--- src/rtl/uart_reg_cmd.sv ---
// uart_reg_cmd: ASCII command interpreter between a uart byte interface and a
// bank of output bits; every command is answered with a byte or hex string.
module uart_reg_cmd #(
    parameter int NOut     = 8,
    parameter int TimeoutW = 24
) (
    input  logic            clk,
    input  logic            reset_n,
    input  logic [7:0]      rx_data,
    input  logic            rx_ready,
    input  logic            rx_err,
    output logic [7:0]      tx_data,
    output logic            tx_send,
    input  logic            tx_busy,
    output logic [NOut-1:0] out,
    output logic            err,
    output logic [7:0]      errcnt
);
    // state | meaning
    // IDLE  | waiting for a command byte
    // ARG   | s/c/t received, waiting for the bit-index digit
    // WDATA | w received, collecting ND hex digits
    // SEND  | tx_send high, waiting for tx_busy to be seen
    // DRAIN | waiting for tx_busy to fall, then next query digit or IDLE
    localparam int ND = (NOut + 3) / 4;
    localparam int SW = 4 * ND;

    typedef enum logic [2:0] {IDLE, ARG, WDATA, SEND, DRAIN} state_t;
    typedef enum logic [1:0] {OP_SET, OP_CLR, OP_TGL} op_t;

    state_t               state_q, state_d;
    op_t                  op_q, op_d;
    logic [NOut-1:0]      out_q, out_d;
    logic                 err_q, err_d;
    logic [7:0]           errcnt_q, errcnt_d;
    logic [7:0]           tx_data_q, tx_data_d;
    logic                 tx_send_q, tx_send_d;
    logic [SW-1:0]        stage_q, stage_d;
    logic [2:0]           cnt_q, cnt_d;
    logic [1:0]           qidx_q, qidx_d;
    logic [TimeoutW-1:0]  timer_q, timer_d;

    logic                 err_ev, cnt_ev, rep;
    logic [7:0]           rep_byte;
    logic [4:0]           hv;
    logic                 in_range;
    logic [NOut-1:0]      bit_mask;
    logic [SW-1:0]        wr_stage;

    // {valid, value}; accepts both letter cases
    function automatic logic [4:0] hex_dec(input logic [7:0] b);
        logic [4:0] r;
        r = 5'd0;
        if (b >= 8'h30 && b <= 8'h39)
            r = {1'b1, b[3:0]};
        else if ((b >= 8'h61 && b <= 8'h66) || (b >= 8'h41 && b <= 8'h46))
            r = {1'b1, b[3:0] + 4'd9};
        return r;
    endfunction

    function automatic logic [7:0] hex_enc(input logic [3:0] v);
        return (v < 4'd10) ? {4'h3, v} : (8'h57 + {4'h0, v});
    endfunction

    function automatic logic [3:0] nib_at(input logic [SW-1:0] s, input logic [1:0] i);
        logic [3:0] r;
        r = 4'h0;
        for (int k = 0; k < ND; k++)
            if (i == 2'(k)) r = s[4*k +: 4];
        return r;
    endfunction

    always_ff @(posedge clk or negedge reset_n) begin
        if (!reset_n) begin
            state_q   <= IDLE;
            op_q      <= OP_SET;
            out_q     <= '0;
            err_q     <= 1'b0;
            errcnt_q  <= 8'h00;
            tx_data_q <= 8'h00;
            tx_send_q <= 1'b0;
            stage_q   <= '0;
            cnt_q     <= 3'd0;
            qidx_q    <= 2'd0;
            timer_q   <= '0;
        end else begin
            state_q   <= state_d;
            op_q      <= op_d;
            out_q     <= out_d;
            err_q     <= err_d;
            errcnt_q  <= errcnt_d;
            tx_data_q <= tx_data_d;
            tx_send_q <= tx_send_d;
            stage_q   <= stage_d;
            cnt_q     <= cnt_d;
            qidx_q    <= qidx_d;
            timer_q   <= timer_d;
        end
    end

    always_comb begin
        state_d   = state_q;
        op_d      = op_q;
        out_d     = out_q;
        err_d     = err_q;
        errcnt_d  = errcnt_q;
        tx_data_d = tx_data_q;
        tx_send_d = tx_send_q;
        stage_d   = stage_q;
        cnt_d     = cnt_q;
        qidx_d    = qidx_q;
        timer_d   = timer_q;
        err_ev    = 1'b0;
        cnt_ev    = 1'b0;
        rep       = 1'b0;
        rep_byte  = 8'h00;
        hv        = hex_dec(rx_data);
        in_range  = hv[4] && ({28'd0, hv[3:0]} < 32'(NOut));
        bit_mask  = NOut'(1) << hv[3:0];
        wr_stage  = (stage_q << 4) | SW'(hv[3:0]);

        case (state_q)
            IDLE: begin
                if (rx_err) begin
                    err_ev = 1'b1;
                end else if (rx_ready) begin
                    case (rx_data)
                        8'h71: begin
                            stage_d   = SW'(out_q);
                            qidx_d    = 2'(ND - 1);
                            tx_data_d = hex_enc(nib_at(SW'(out_q), 2'(ND - 1)));
                            tx_send_d = 1'b1;
                            state_d   = SEND;
                        end
                        8'h73, 8'h63, 8'h74: begin
                            op_d    = (rx_data == 8'h73) ? OP_SET :
                                      (rx_data == 8'h63) ? OP_CLR : OP_TGL;
                            timer_d = '0;
                            state_d = ARG;
                        end
                        8'h77: begin
                            stage_d = '0;
                            cnt_d   = 3'd0;
                            timer_d = '0;
                            state_d = WDATA;
                        end
                        8'h65: begin
                            err_d    = 1'b0;
                            errcnt_d = 8'h00;
                            rep      = 1'b1;
                            rep_byte = 8'h45;
                        end
                        default: err_ev = 1'b1;
                    endcase
                end
            end
            ARG: begin
                if (rx_err) begin
                    err_ev = 1'b1;
                end else if (rx_ready) begin
                    timer_d = '0;
                    if (in_range) begin
                        rep = 1'b1;
                        case (op_q)
                            OP_SET: begin out_d = out_q | bit_mask;  rep_byte = 8'h53; end
                            OP_CLR: begin out_d = out_q & ~bit_mask; rep_byte = 8'h43; end
                            default: begin out_d = out_q ^ bit_mask; rep_byte = 8'h54; end
                        endcase
                    end else begin
                        err_ev = 1'b1;
                    end
                end else if (&timer_q) begin
                    err_ev = 1'b1;
                end else begin
                    timer_d = timer_q + 1'b1;
                end
            end
            WDATA: begin
                if (rx_err) begin
                    err_ev = 1'b1;
                end else if (rx_ready) begin
                    timer_d = '0;
                    if (hv[4]) begin
                        stage_d = wr_stage;
                        cnt_d   = cnt_q + 3'd1;
                        if (cnt_q == 3'(ND - 1)) begin
                            out_d    = wr_stage[NOut-1:0];
                            rep      = 1'b1;
                            rep_byte = 8'h57;
                        end
                    end else begin
                        err_ev = 1'b1;
                    end
                end else if (&timer_q) begin
                    err_ev = 1'b1;
                end else begin
                    timer_d = timer_q + 1'b1;
                end
            end
            SEND: begin
                cnt_ev = rx_err;
                if (tx_busy) begin
                    tx_send_d = 1'b0;
                    state_d   = DRAIN;
                end
            end
            DRAIN: begin
                cnt_ev = rx_err;
                if (!tx_busy) begin
                    if (qidx_q != 2'd0) begin
                        qidx_d    = qidx_q - 2'd1;
                        tx_data_d = hex_enc(nib_at(stage_q, qidx_q - 2'd1));
                        tx_send_d = 1'b1;
                        state_d   = SEND;
                    end else begin
                        state_d = IDLE;
                    end
                end
            end
            default: state_d = IDLE;
        endcase

        if (err_ev) begin
            rep      = 1'b1;
            rep_byte = 8'h3F;
        end
        if (err_ev || cnt_ev) begin
            err_d = 1'b1;
            if (errcnt_q != 8'hFF) errcnt_d = errcnt_q + 8'd1;
        end
        // single-byte replies leave qidx at zero so DRAIN returns to IDLE
        if (rep) begin
            tx_data_d = rep_byte;
            tx_send_d = 1'b1;
            qidx_d    = 2'd0;
            state_d   = SEND;
        end
    end

    assign tx_data = tx_data_q;
    assign tx_send = tx_send_q;
    assign out     = out_q;
    assign err     = err_q;
    assign errcnt  = errcnt_q;
endmodule

--- config.mk ---
export PLATFORM = sky130hd
export DESIGN_NAME = uart_reg_cmd
export DESIGN_NICKNAME = d
export VERILOG_FILES = /design/src/rtl/uart_reg_cmd.sv
export SDC_FILE = /design/constraint.sdc
export NUM_CORES = 1
export LEC_CHECK = 0
export ABC_CLOCK_PERIOD_IN_PS = 5150
export BUFFER_PORTS_ARGS = -buffer_cell sky130_fd_sc_hd__buf_2
export CAP_MARGIN = 20
export CORE_MARGIN = 2
export CORE_UTILIZATION = 40
export CTS_CLUSTER_SIZE = 20
export DETAILED_ROUTE_END_ITERATION = 7
export PLACE_DENSITY_LB_ADDON = 0.2
export SETUP_SLACK_MARGIN = 0.02
export SYNTH_ARGS = -nofsm -noshare
export SYNTH_HDL_FRONTEND = slang
export SYNTH_SLANG_ARGS = --single-unit
--- constraint.sdc ---
create_clock -name clk -period 5.15 [get_ports clk]
set_input_delay 0.2575 -clock clk [delete_from_list [all_inputs] [get_ports clk]]
set_output_delay 0.2575 -clock clk [all_outputs]
set_load 0.02 [all_outputs]
# == Word level (Yosys, flattened, before mapping) ==
# Index checks and enable logic that the tools add are counted.
# word_totals
regBits,68
latchBits,0
ram_bits,0
rom_bits,0
inputBits,13
word_cells,227
n_memories,0
# classes
n_addsub,7
multipliers,0
div_mod_pow,0
order_cmp,9
eq_ne,37
shifts,1
n_mux,123
bitwise_logic,6
reduce_logical,33
# op_table
op,n
$mux W8,27
$mux W24,6
$pmux W8 S2,5
$mux W7,10
$eq A8 B7 Y1 const B,6
$pmux W24 S2,1
$mux W4,9
$mux W1,34
$mux W3,11
$add A24 B1 Y24 const B,1
$reduce_and A24 Y1,1
$ne A2 B2 Y1 const B,11
$ne A3 B3 Y1 const B,7
$pmux W7 S3,1
$reduce_and A7 Y1,3
$mux W2,9
$reduce_and A6 Y1,3
$add A7 B4 Y8 const A,2
$ge A8 B7 Y1 const B,2
$le A8 B7 Y1 const B,2
$reduce_bool A2 Y1,7
$lt A4 B4 Y1 const B,3
$pmux W3 S4,1
$mux W5,2
other kinds (38),52

# == Longest topological paths before layout ==
# logic_depth
word_depth,14
ltp_mapped,15
depth_no_buf,14

# == Least setup slack after synthesis ==
# Ideal clock, no wire load.
# synth_timing
path_kind,input to register
from,input rx_data[0]
to,register out_q[3] (netlist: out[3])
setup_time_ns,0.132
arrival_ns,2.331
required_time_ns,5.018
path_slack_ns,2.687
stages,14
n_path_buf,1
cell_sequence,inv_1 > ha_1 > clkbuf_2 > inv_1 > o311ai_0 > nand2_1 > a21boi_0 > o22ai_1 > nand2_1 > ha_1 > nand2_1 > o21ai_0 > a211oi_1 > a21oi_1
# synth_between
elab_chain_cells,13
# synth_lines
item,line,text
from (decl),9,"input logic [7:0] rx_data,"
$ge A8 B7 Y1 or $le A8 B7 Y1 (tied branches),56,else if ((b >= 8'h61 && b <= 8'h66) || (b >= 8'h41 && b <= 8'h46))
$logic_and A1 B1 Y1,56,
$logic_or A1 B1 Y1,56,
$mux W5,56,
$mux W5 *,54,if (b >= 8'h30 && b <= 8'h39)
$shl A1 B4 Y8,119,bit_mask = NOut'(1) << hv[3:0];
$not A8 Y8,166,OP_CLR: begin out_d = out_q & ~bit_mask; rep_byte = 8'h43; end
$and A8 B8 Y8,166,
$pmux W8 S2,164,case (op_q)
$mux W8,162,if (in_range) begin
$mux W8,160,end else if (rx_ready) begin
$mux W8,158,if (rx_err) begin
$pmux W8 S2,122,case (state_q)
to (signal assigned),89,out_q <= out_d;
to (decl),33,"logic [NOut-1:0] out_q, out_d;"
# Every way passes the cells marked *; elsewhere a longest branch is shown, timed or not. The select of a mux whose other input is x is not followed.
# A chain may end at the register's enable or synchronous reset.

# == Worst setup path in the final report ==
# layout_timing
from,register state_q[2]
to,register tx_data_q[1] (netlist: tx_data[1])
# layout_between
elab_chain_cells,5
# layout_lines
item,line,text
from (decl),31,"state_t state_q, state_d;"
from (signal assigned),87,state_q <= state_d;
$eq A3 B2 Y1 (tied with other cells),122,
$pmux W1 S3,122,
$mux W1,223,if (err_ev) begin
$ne A3 B3 Y1 (no source line) or $reduce_bool A3 Y1 (tied branches),n/a,
$reduce_and A6 Y1 (no source line),n/a,
to (signal assigned),92,tx_data_q <= tx_data_d;
to (decl),36,"logic [7:0] tx_data_q, tx_data_d;"
# Several ways; a longest one is shown, not always the timed one.

==> results.json <==
{
  "status": "finished, final reports clean",
  "yosys_most_used_dff": "dfrtp_1",
  "clk_pin_slew_worst_paths_ns": 0.06,
  "path_max_fanout": 21,
  "internal-power_uw": 1220,
  "layout.nets": 634,
  "syn-num-nets": 610,
  "startpoint_type": "flop",
  "fillers": 1094,
  "clock-root-buffer": "clkbuf_16",
  "grt_pass1_vias": 4059,
  "max_freq_mhz": 329,
  "drive_above_1_share_pct": 12.7,
  "dp_cells": 723,
  "p_clk_share_pct": 28.5,
  "drcViolationCount": 0,
  "ff2ff_path_depth": 6,
  "yosys_warnings": 0,
  "start_util_pct": 41.1,
  "wl_per_cell_um": 16.2,
  "timing.rr.start": "state_q[2]$_DFFE_PN0P_",
  "cts.sinks": 67,
  "layout_min_cycle_time_ns": 3.04,
  "fin_cells": 741,
  "clk_latency_ns": 0.34,
  "ys_seq_elements": 67,
  "syn_area_um2": 4700,
  "hpwl_mm": 8.52,
  "p_comb_share_pct": 33.8,
  "skew_ns": 0.00375,
  "ys_types": 71,
  "cp.arrival_ns": 3.26,
  "ctsResizeCount": 0,
  "tritoncts": "done",
  "grt_pass1_wl_mm": 20.5,
  "final_hold_viol_count": 0,
  "worstSetupEndpointType": "flop",
  "holdWs_ns": 0.127,
  "p_leak_uw": 0.00223,
  "pin_count": 39,
  "gp_congestion": 0.901,
  "cts_buffer_depth": 2,
  "syn_area_per_cell_um2": 8.25,
  "syn_inst": 569,
  "power_switching_share_pct": 40.4,
  "die_height_um": 112,
  "tightestPinTransition_ns": 1.05,
  "final.setup.tns_ns": 0,
  "final_common_cell": "dfrtp_1",
  "slew_viol_final": 0,
  "firstDrtPassIters": 5,
  "numCtsBuffers": 9,
  "power_frac_seq_pct": 37.7,
  "final_cell_mix": "dfrtp_1 (67), nor2_1 (66), nand2_1 (66)",
  "n_antenna_cell": 0,
  "switchingPower_uw": 828,
  "grt_max_degree": 68,
  "powerDensity_nw_per_um2": 392,
  "viasPerCell": 5.82,
  "relSlewSlack_pct": 29.9,
  "gr-total-overflow": 0,
  "required_ns": 5.37,
  "hold_buffers": 0,
  "h-tree-depth": 3,
  "syn2layout_area_growth_pct": 11.4,
  "rsz0062_at_grt": "no",
  "seq_area_frac_synth_pct": 35.7,
  "grt_util_all_layers_pct": 19.9,
  "r2r_slack_ns": 2.11,
  "synth_top_area_share_pct": 35.7,
  "portBuffers": 37,
  "num_vias": 4310,
  "cap_violations": 0,
  "synth_edf_count": 0,
  "core-area_um2": 11400,
  "drtIter0Drc": 413,
  "chipWidth_um": 112,
  "antenna_found_initial": 0,
  "hold_class": "in2async",
  "die_area_um2": 12600,
  "rows": 39,
  "path_class": "reg2reg",
  "wirelength_mm": 12.0,
  "post_cts_buffers": 0,
  "synth_area_leaders": "dfrtp_1 (36%), ha_1 (7.5%), nand2_1 (5.3%), nor2_1 (5.3%), a21oi_1 (5.0%)",
  "period_share_pct": 59.0,
  "ys_async_sr_fraction_pct": 100,
  "r2r-end": "tx_data[1]$_DFFE_PN0P_",
  "vdd_drop_max_v": 0.000238,
  "ant_nets": 0,
  "synth_top_area_cell": "dfrtp_1",
  "final-setup-viol-count": 0
}
-- cells by family (layout without fill, tap and decap cells) --
kind of cell	after synthesis	in the layout	share of synthesized area [%]
muxes	6	6	1.31
AOI/OAI and AO/OA	163	163	22.1
and+or+nand+nor	237	237	25.6
buffers and inverters	50	79	4.58
DFF	67	67	35.7
adders and majority gates	28	28	7.46
xor gates and xnor gates	17	17	3.17
other	1	1	0.0799
-- registers in the layout, indices dropped and copies added, names as in the netlist --
name     cells
cnt_q        3
err          1
errcnt       8
op_q         2
out          8
qidx_q       2
stage_q      8
state_q      3
timer_q     24
tx_data      7
tx_send      1
-- final cells by class --
| type | count | area (µm²) | area share, % |
|---|---|---|---|
| multi-input cells | 452 | 2800 | 53.6 |
| well taps | 143 | 179 | 3.42 |
| clock inverters | 6 | 41.3 | 0.789 |
| inverters | 23 | 86.3 | 1.65 |
| flip-flops and latches | 67 | 1680 | 32.0 |
| clock buffers | 10 | 239 | 4.57 |
| repair buffers | 40 | 205 | 3.92 |
-- synth_stat cells, types with 3 or more instances --
master / number
o21ai_0: 47
a21o_1: 5
xor2_1: 5
mux2i_1: 5
a22oi_1: 4
a22o_1: 4
o41ai_1: 3
clkbuf_1: 13
or3_1: 5
nor2_1: 66
nor2b_1: 4
a211o_1: 3
dfrtp_1: 67
a21oi_1: 47
nor3_1: 16
nand3_1: 25
and3_1: 6
nand2b_1: 3
buf_2: 5
inv_1: 23
nand2_1: 66
or2_2: 5
o31ai_1: 8
ha_1: 28
o22ai_1: 5
a211oi_1: 10
o211ai_1: 7
nand4_1: 6
and2_1: 5
nor4_1: 7
xnor2_1: 12
nand3b_1: 3
buf_1: 4
-- how the worst max path moves through the flow --
| stage | from | end | slack, ns | cells after the start |
|---|---|---|---|---|
| after global placement | rx_data[0] | out[3]$_DFFE_PN0P_ | 2.06 | 15 |
| after floorplan | rx_data[0] | out[3]$_DFFE_PN0P_ | 2.69 | 14 |
| final | state_q[2]$_DFFE_PN0P_ | tx_data[1]$_DFFE_PN0P_ | 2.11 | 6 |
| after global routing | state_q[2]$_DFFE_PN0P_ | tx_data[1]$_DFFE_PN0P_ | 1.88 | 6 |
| after CTS | state_q[2]$_DFFE_PN0P_ | tx_data[1]$_DFFE_PN0P_ | 2.14 | 6 |
| after detailed placement | rx_data[0] | out[3]$_DFFE_PN0P_ | 2.01 | 15 |
-- per-layer routing --
metal	wire length, µm	share of wire (%)	track usage, %	vias to the layer above
li1	-	-	-	2101
met3	558	4.7	2.86	23
met5	0	0	0	-
met4	263	2.2	7.89	0
met2	5360	45	30.6	128
met1	5820	48	28.3	2058
-- metrics by stage --
| stage | power [µW] | worst slack (ns) | utilization (%) | instance area (µm²) |
|---|---|---|---|---|
| 6_report | 2050 | 2.11 | 45.8 | 5230 |
| 5_1_grt | 2200 | 1.88 | 45.8 | 5230 |
| 4_1_cts | 2060 | 2.14 | 45.7 | 5220 |
| 3_5_place_dp | 1470 | 2.01 | 43.3 | 4940 |
| 3_3_place_gp | 1450 | 2.06 | 43.3 | 4940 |
| 2_1_floorplan | 1280 | 2.69 | - | 4700 |
-- worst max-delay path: stages, from the launching register on --
cell and delay [ns]:
dfrtp_1 0.70, or3_1 0.66, o21ai_1 0.16, a211oi_2 0.52, nor3b_4 0.43, o21ai_0 0.15, a32o_1 0.29
-- power by group through the flow --
| stage | clock [µW] | combinational (µW) | sequential (µW) |
|---|---|---|---|
| final | 584 | 694 | 773 |
| after detailed placement | 0 | 694 | 780 |
| after global placement | 0 | 681 | 770 |
| after floorplan | 0 | 492 | 783 |
| after global routing | 619 | 784 | 796 |
| after CTS | 594 | 697 | 771 |
(Power assumes the default switching activity.)
